--- config.mk ---
export PLATFORM = sky130hd
export DESIGN_NAME = alu
export DESIGN_NICKNAME = d
export VERILOG_FILES = /design/src/rtl/alu_pkg.sv /design/src/rtl/alu_flags.sv /design/src/rtl/alu.sv
export SDC_FILE = /design/constraint.sdc
export NUM_CORES = 1
export LEC_CHECK = 0
export ABC_AREA = 1
export BUFFER_PORTS_ARGS = -buffer_cell sky130_fd_sc_hd__buf_2
export CELL_PAD_IN_SITES_DETAIL_PLACEMENT = 1
export CELL_PAD_IN_SITES_GLOBAL_PLACEMENT = 1
export CORE_ASPECT_RATIO = 1.5
export CORE_MARGIN = 8
export CORE_UTILIZATION = 25
export CTS_CLUSTER_SIZE = 12
export DETAILED_ROUTE_END_ITERATION = 16
export PLACE_DENSITY_LB_ADDON = 0.1
export SETUP_SLACK_MARGIN = 0.05
export SLEW_MARGIN = 40
export SYNTH_ARGS = -nofsm -noshare
export SYNTH_HDL_FRONTEND = slang
export SYNTH_SLANG_ARGS = --single-unit
--- constraint.sdc ---
create_clock -name clk -period 2.8 [get_ports clk]
set_input_delay 0.56 -clock clk [delete_from_list [all_inputs] [get_ports clk]]
set_output_delay 0.56 -clock clk [all_outputs]
set_load 0.05 [all_outputs]
--- src/rtl/alu_pkg.sv ---
// ALU package: opcode type, opcode constants and datapath width default.
package alu_pkg;

    localparam int unsigned ALU_WIDTH  = 8;
    localparam int unsigned OP_WIDTH   = 3;

    typedef logic [OP_WIDTH-1:0] alu_op_t;

    localparam alu_op_t moveCode      = 3'd0;
    localparam alu_op_t incrementCode = 3'd1;
    localparam alu_op_t addCode       = 3'd2;
    localparam alu_op_t subCode       = 3'd3;
    localparam alu_op_t andCode       = 3'd4;
    localparam alu_op_t orCode        = 3'd5;
    localparam alu_op_t xorCode       = 3'd6;
    localparam alu_op_t notCode       = 3'd7;

endpackage

--- src/rtl/alu_flags.sv ---
// ALU status flags: computes zero/carry/sign/overflow (and optional parity)
// from the operands and the combinational result, and registers them.
//
// Ports:
//   clk, rst_n    clock, asynchronous active-low reset
//   flag_we       load enable for all flag registers
//   op            current opcode
//   a, b          operands (accumulator, data)
//   result        combinational ALU result
//   zero_q, carry_q, neg_q, ovf_q, parity_q   registered flags
//
// Optional feature: define ALU_PARITY_EN to register the even-parity flag;
// otherwise parity_q is tied to 0.
module alu_flags
    import alu_pkg::*;
#(
    parameter int unsigned WIDTH = ALU_WIDTH
) (
    input  logic             clk,
    input  logic             rst_n,
    input  logic             flag_we,
    input  alu_op_t          op,
    input  logic [WIDTH-1:0] a,
    input  logic [WIDTH-1:0] b,
    input  logic [WIDTH-1:0] result,
    output logic             zero_q,
    output logic             carry_q,
    output logic             neg_q,
    output logic             ovf_q,
    output logic             parity_q
);

    localparam int unsigned MSB = WIDTH - 1;

    logic [WIDTH:0] add_wide;
    logic           carry_c;
    logic           ovf_c;

    assign add_wide = {1'b0, a} + {1'b0, b};

    // Carry/borrow and signed overflow for the arithmetic opcodes.
    always_comb begin
        carry_c = 1'b0;
        ovf_c   = 1'b0;
        case (op)
            addCode: begin
                carry_c = add_wide[WIDTH];
                ovf_c   = (a[MSB] == b[MSB]) && (result[MSB] != a[MSB]);
            end
            incrementCode: begin
                // Second operand is +1, always non-negative.
                carry_c = &a;
                ovf_c   = !a[MSB] && result[MSB];
            end
            subCode: begin
                carry_c = (a < b);
                ovf_c   = (a[MSB] != b[MSB]) && (result[MSB] != a[MSB]);
            end
            default: begin
                carry_c = 1'b0;
                ovf_c   = 1'b0;
            end
        endcase
    end

    // Flag registers.
    always_ff @(posedge clk or negedge rst_n) begin
        if (!rst_n) begin
            zero_q  <= 1'b0;
            carry_q <= 1'b0;
            neg_q   <= 1'b0;
            ovf_q   <= 1'b0;
        end else if (flag_we) begin
            zero_q  <= (result == '0);
            carry_q <= carry_c;
            neg_q   <= result[MSB];
            ovf_q   <= ovf_c;
        end
    end

`ifdef ALU_PARITY_EN
    // Even parity: 1 when result has an even number of ones.
    always_ff @(posedge clk or negedge rst_n) begin
        if (!rst_n) begin
            parity_q <= 1'b0;
        end else if (flag_we) begin
            parity_q <= ~^result;
        end
    end
`else
    assign parity_q = 1'b0;
`endif

endmodule

--- src/rtl/alu.sv ---
// ALU top: combinational result mux plus registered status flags.
//
// Ports:
//   clk, rst_n         clock, asynchronous active-low reset (flags only)
//   data               operand B
//   from_accumulator   operand A
//   aluOpe             opcode (alu_pkg)
//   flag_we            flag register write enable
//   out                combinational result (never registered)
//   zero_q, carry_q, neg_q, ovf_q, parity_q   registered flags
//
// Optional feature: define ALU_PARITY_EN to enable the parity flag.
module alu
    import alu_pkg::*;
#(
    parameter int unsigned WIDTH = ALU_WIDTH
) (
    input  logic             clk,
    input  logic             rst_n,
    input  logic [WIDTH-1:0] data,
    input  logic [WIDTH-1:0] from_accumulator,
    input  alu_op_t          aluOpe,
    input  logic             flag_we,
    output logic [WIDTH-1:0] out,
    output logic             zero_q,
    output logic             carry_q,
    output logic             neg_q,
    output logic             ovf_q,
    output logic             parity_q
);

    // Result mux; arithmetic wraps modulo 2^WIDTH.
    always_comb begin
        out = '0;
        case (aluOpe)
            moveCode:      out = data;
            incrementCode: out = from_accumulator + WIDTH'(1);
            addCode:       out = from_accumulator + data;
            subCode:       out = from_accumulator - data;
            andCode:       out = from_accumulator & data;
            orCode:        out = from_accumulator | data;
            xorCode:       out = from_accumulator ^ data;
            notCode:       out = ~from_accumulator;
            default:       out = '0;
        endcase
    end

    alu_flags #(
        .WIDTH (WIDTH)
    ) u_flags (
        .clk      (clk),
        .rst_n    (rst_n),
        .flag_we  (flag_we),
        .op       (aluOpe),
        .a        (from_accumulator),
        .b        (data),
        .result   (out),
        .zero_q   (zero_q),
        .carry_q  (carry_q),
        .neg_q    (neg_q),
        .ovf_q    (ovf_q),
        .parity_q (parity_q)
    );

endmodule

==> results_tabular.tex <==
\begin{tabular}{lr}
\hline
Metric & Value \\
\hline
\multicolumn{2}{l}{\textbf{Critical path}} \\
\quad Depth of the worst register-to-register path & 3 \\
\quad Critical Path RT & 2.24 ns \\
\quad Startpoint types & primary input \\
\quad Critical path's largest stage delay & 0.34 ns \\
\quad FF-to-FF Start & u\_flags.carry\_q \\
\quad Arrival time of data at the critical path endpoint & 2.40 ns \\
\quad Nature of the critical path endpoint & primary output \\
\quad Max Fanout on Critical Path & 3 \\
\quad Reg-to-reg critical path endpoint & u\_flags.carry\_q \\
\quad Delay-heaviest family, CP & simple AND/OR/NAND/NOR gates \\
\quad WP depth & 16 \\
\quad Worst Setup Path Type & in2out \\
\quad Buffers \& Inverters on Critical Path & 4 \\
\quad Worst R2R Setup Slack & 1.97 ns \\
\quad Cell chain of the critical path & buf\_8 > clkinvlp\_4 > nand2\_4 > nor2\_4 > nand2\_2 > ha\_4 > inv\_2 > fa\_2 > nand3b\_1 > nand2\_2 > nand3\_2 > nand2\_1 > nand2\_1 > nand3\_2 > nand4\_1 > buf\_6 \\
\quad Start point of the critical path & aluOpe[2] \\
\quad Cell type of the slowest stage on the worst timing path & fa\_2 \\
\multicolumn{2}{l}{\textbf{STA}} \\
\quad Worst hold-check slack & 0.144 ns \\
\quad Achievable Freq & 338 MHz \\
\quad Max Clock Skew & 0 ns \\
\quad Final setup vio count & 6 \\
\quad Final setup slack of the worst path & -0.157 ns \\
\quad Max-slew violations & 0 \\
\quad Period minus WS final & 2.96 ns \\
\quad Final Hold Violating Endpoints & 0 \\
\quad Crit share post-route & 106\% \\
\quad Unrepaired setup endpoints after global routing & true \\
\multicolumn{2}{l}{\textbf{Worst hold path}} \\
\quad Class of the worst hold path & in2async \\
\multicolumn{2}{l}{\textbf{Floorplan}} \\
\quad Count of pins on the block boundary & 35 \\
\quad Die Wd & 85.8 um \\
\quad Die outline area & 10,400 um\^{}2 \\
\quad Effective utilization at floorplan & 25.5\% \\
\quad Total number of placement rows & 38 \\
\quad Die Y-Extent & 121 um \\
\quad Core outline area & 7180 um\^{}2 \\
\multicolumn{2}{l}{\textbf{Place}} \\
\quad Number of instances in the placed design & 516 \\
\quad DP Worst Slack & -0.343 ns \\
\quad HPWL reported at the end of detailed placement & 6790 um \\
\quad Number of buffers added on ports & 33 \\
\quad Routability congestion estimate from global placement & 0.802 \\
\multicolumn{2}{l}{\textbf{Clock network}} \\
\quad Clock transition at the registers of the reported paths & 0.03 ns \\
\quad Clk\_lat worst skew & 0.21 ns \\
\quad TritonCTS buffer count & 3 \\
\quad Maximum count of clock buffers along a single path & 2 \\
\quad Root cell of the clock tree & clkbuf\_8 \\
\quad TritonCTS clock tree & built \\
\quad Num Clock Sinks & 4 \\
\quad Number of levels the H-tree was split into & 1 \\
\multicolumn{2}{l}{\textbf{Routing}} \\
\quad Final routed wire length divided by cell count & 15.0 um \\
\quad Uppermost signal routing layer after detailed routing & met4 \\
\quad Count of antenna-violating nets left after detailed routing & 0 \\
\quad First-iteration detailed-routing DRC count & 69 \\
\quad Wirelength, routed & 7950 um \\
\quad First-pass iteration count of the detailed router & 4 \\
\quad Vias & 2,451 \\
\quad Met3 WL post-DR & 137 um \\
\quad Wire length on met2 & 4470 um \\
\quad Mean number of vias per cell & 4.62 \\
\quad Remaining design rule violation count & 0 \\
\quad Wire length on met1 & 3280 um \\
\multicolumn{2}{l}{\textbf{Final layout}} \\
\quad Number of non-filler instances in the completed layout & 530 \\
\quad Layout area overhead & 63.5\% \\
\quad Number of nets in the layout & 488 \\
\quad Layout cells sized above 1 & 40.5\% \\
\quad N\_diodes & 0 \\
\quad Most frequent cells in the layout & buf\_4 (88), nand2\_1 (66), inv\_1 (46) \\
\quad Commonest non-fill, non-tap cell in the layout & buf\_4 \\
\multicolumn{2}{l}{\textbf{Yosys}} \\
\quad Most instantiated flip-flop cell in the synthesis netlist & dfrtp\_1 \\
\quad FFs w/ async S/R, synth & 100\% \\
\quad Post-synth cell types & 27 \\
\quad Avg Cell Area, Syn & 5.86 um\^{}2 \\
\quad Total nets after synthesis & 368 \\
\quad Number of standard cells after synthesis & 312 \\
\quad Area of the mapped netlist & 1830 um\^{}2 \\
\quad Post-synthesis sequential element count & 4 \\
\quad Count of synthesis-stage warnings from yosys & 0 \\
\quad EDFF count, synth & 0 \\
\quad Fraction of the yosys area taken by sequential cells & 5.48\% \\
\multicolumn{2}{l}{\textbf{GRT}} \\
\quad Largest net degree at the start of global routing & 20 \\
\quad Total routing resource utilization after global routing & 15.4\% \\
\quad Overall overflow remaining after global route & 0 \\
\quad Number of antenna violations at the first check in global routing & 0 \\
\quad Global-route wire length before repair & 12,700 um \\
\quad Vias in the first global route & 2,554 \\
\multicolumn{2}{l}{\textbf{Outcome}} \\
\quad Violations in the final reports & setup timing \\
\quad Status & finished with violations \\
\multicolumn{2}{l}{\textbf{Flow run}} \\
\quad Max\_cap viols & 0 \\
\multicolumn{2}{l}{\textbf{Pwr}} \\
\quad Peak supply drop & 141 uV \\
\quad Pwr Density & 266 nW/um\^{}2 \\
\quad LEAKAGE & 1.64 nW \\
\quad Total design power & 0.795 mW \\
\hline
\end{tabular}
worst max-delay path by stage:
stage	end	slack, ns
3_5_place_dp	out[6]	-0.34
3_3_place_gp	out[6]	-0.30
5_1_grt	out[6]	-0.29
6_report	out[6]	-0.16
2_1_floorplan	out[6]	-0.15
4_1_cts	out[4]	-0.25
cell type report:
cell class,instances,area [um^2]
clock buffers,3,41.3
fillers,953,4190
inverters,56,224
multi-input cells,247,1620
flip-flops and latches,4,100
well taps,100,125
repair buffers,120,876
report_power, final:
group,internal [mW],switching [mW]
registers,0.0638,0.00238
logic,0.258,0.351
clock network,0.0915,0.0285
sequential cells by signal, indices dropped and copies added, names as in the netlist:
register and flops:
u_flags.ovf_q 1, u_flags.neg_q 1, u_flags.zero_q 1, u_flags.carry_q 1
layer usage:
| metal | GRT usage (%) | up-vias |
|---|---|---|
| met5 | 0 | - |
| met4 | 3.85 | 0 |
| met3 | 1.15 | 4 |
| met2 | 30.1 | 24 |
| met1 | 17.3 | 1165 |
| li1 | - | 1258 |
through the flow:
step	utilization, %	setup TNS (ns)	cell area, um^2
after floorplan	-	-0.211	1880
after global placement	37.7	-1.37	2700
after detailed placement	37.7	-1.79	2700
after CTS	39.9	-0.889	2860
after global routing	41.6	-1.47	2990
final	41.6	-0.594	2990
kinds of logic (layout without fill, tap and decap cells):
group | after synthesis | after routing | share of synthesized area, %
AO/OA/AOI/OAI | 34 | 34 | 10.1
XOR/XNOR | 2 | 2 | 0.958
adder cells (fa/ha/maj) | 34 | 34 | 24.1
buffers and inverters | 61 | 179 | 13.6
flip-flops | 4 | 4 | 5.48
other | 1 | 1 | 0.205
AND/OR/NAND/NOR | 176 | 176 | 45.5
Yosys cell counts, types with 2 or more instances:
library cell | n | area (um^2)
buf_4 | 3 | 22.5
o31ai_1 | 2 | 15.0
nand4_1 | 15 | 93.8
o22ai_1 | 4 | 25.0
fa_1 | 2 | 40.0
inv_1 | 52 | 195
or2_2 | 2 | 12.5
o21ai_1 | 4 | 20.0
nor2_1 | 27 | 101
dfrtp_1 | 4 | 100
o211ai_1 | 2 | 15.0
ha_1 | 32 | 400
nor3_1 | 2 | 10.0
nor2_4 | 2 | 22.5
nand3_2 | 5 | 50.1
nand3_1 | 41 | 205
a21oi_1 | 16 | 80.1
nand3b_1 | 5 | 37.5
inv_2 | 4 | 15.0
o21ai_0 | 6 | 30.0
xnor2_1 | 2 | 17.5
nand2_1 | 75 | 282
repair_timing:
item,CTS,global route
hold buffers,0,0
setup buffers,7,5
pin swaps,12,20
setup endpoints to repair,7,9
resized for setup,22,29
No activity file was read; power rests on OpenSTA's default activity.
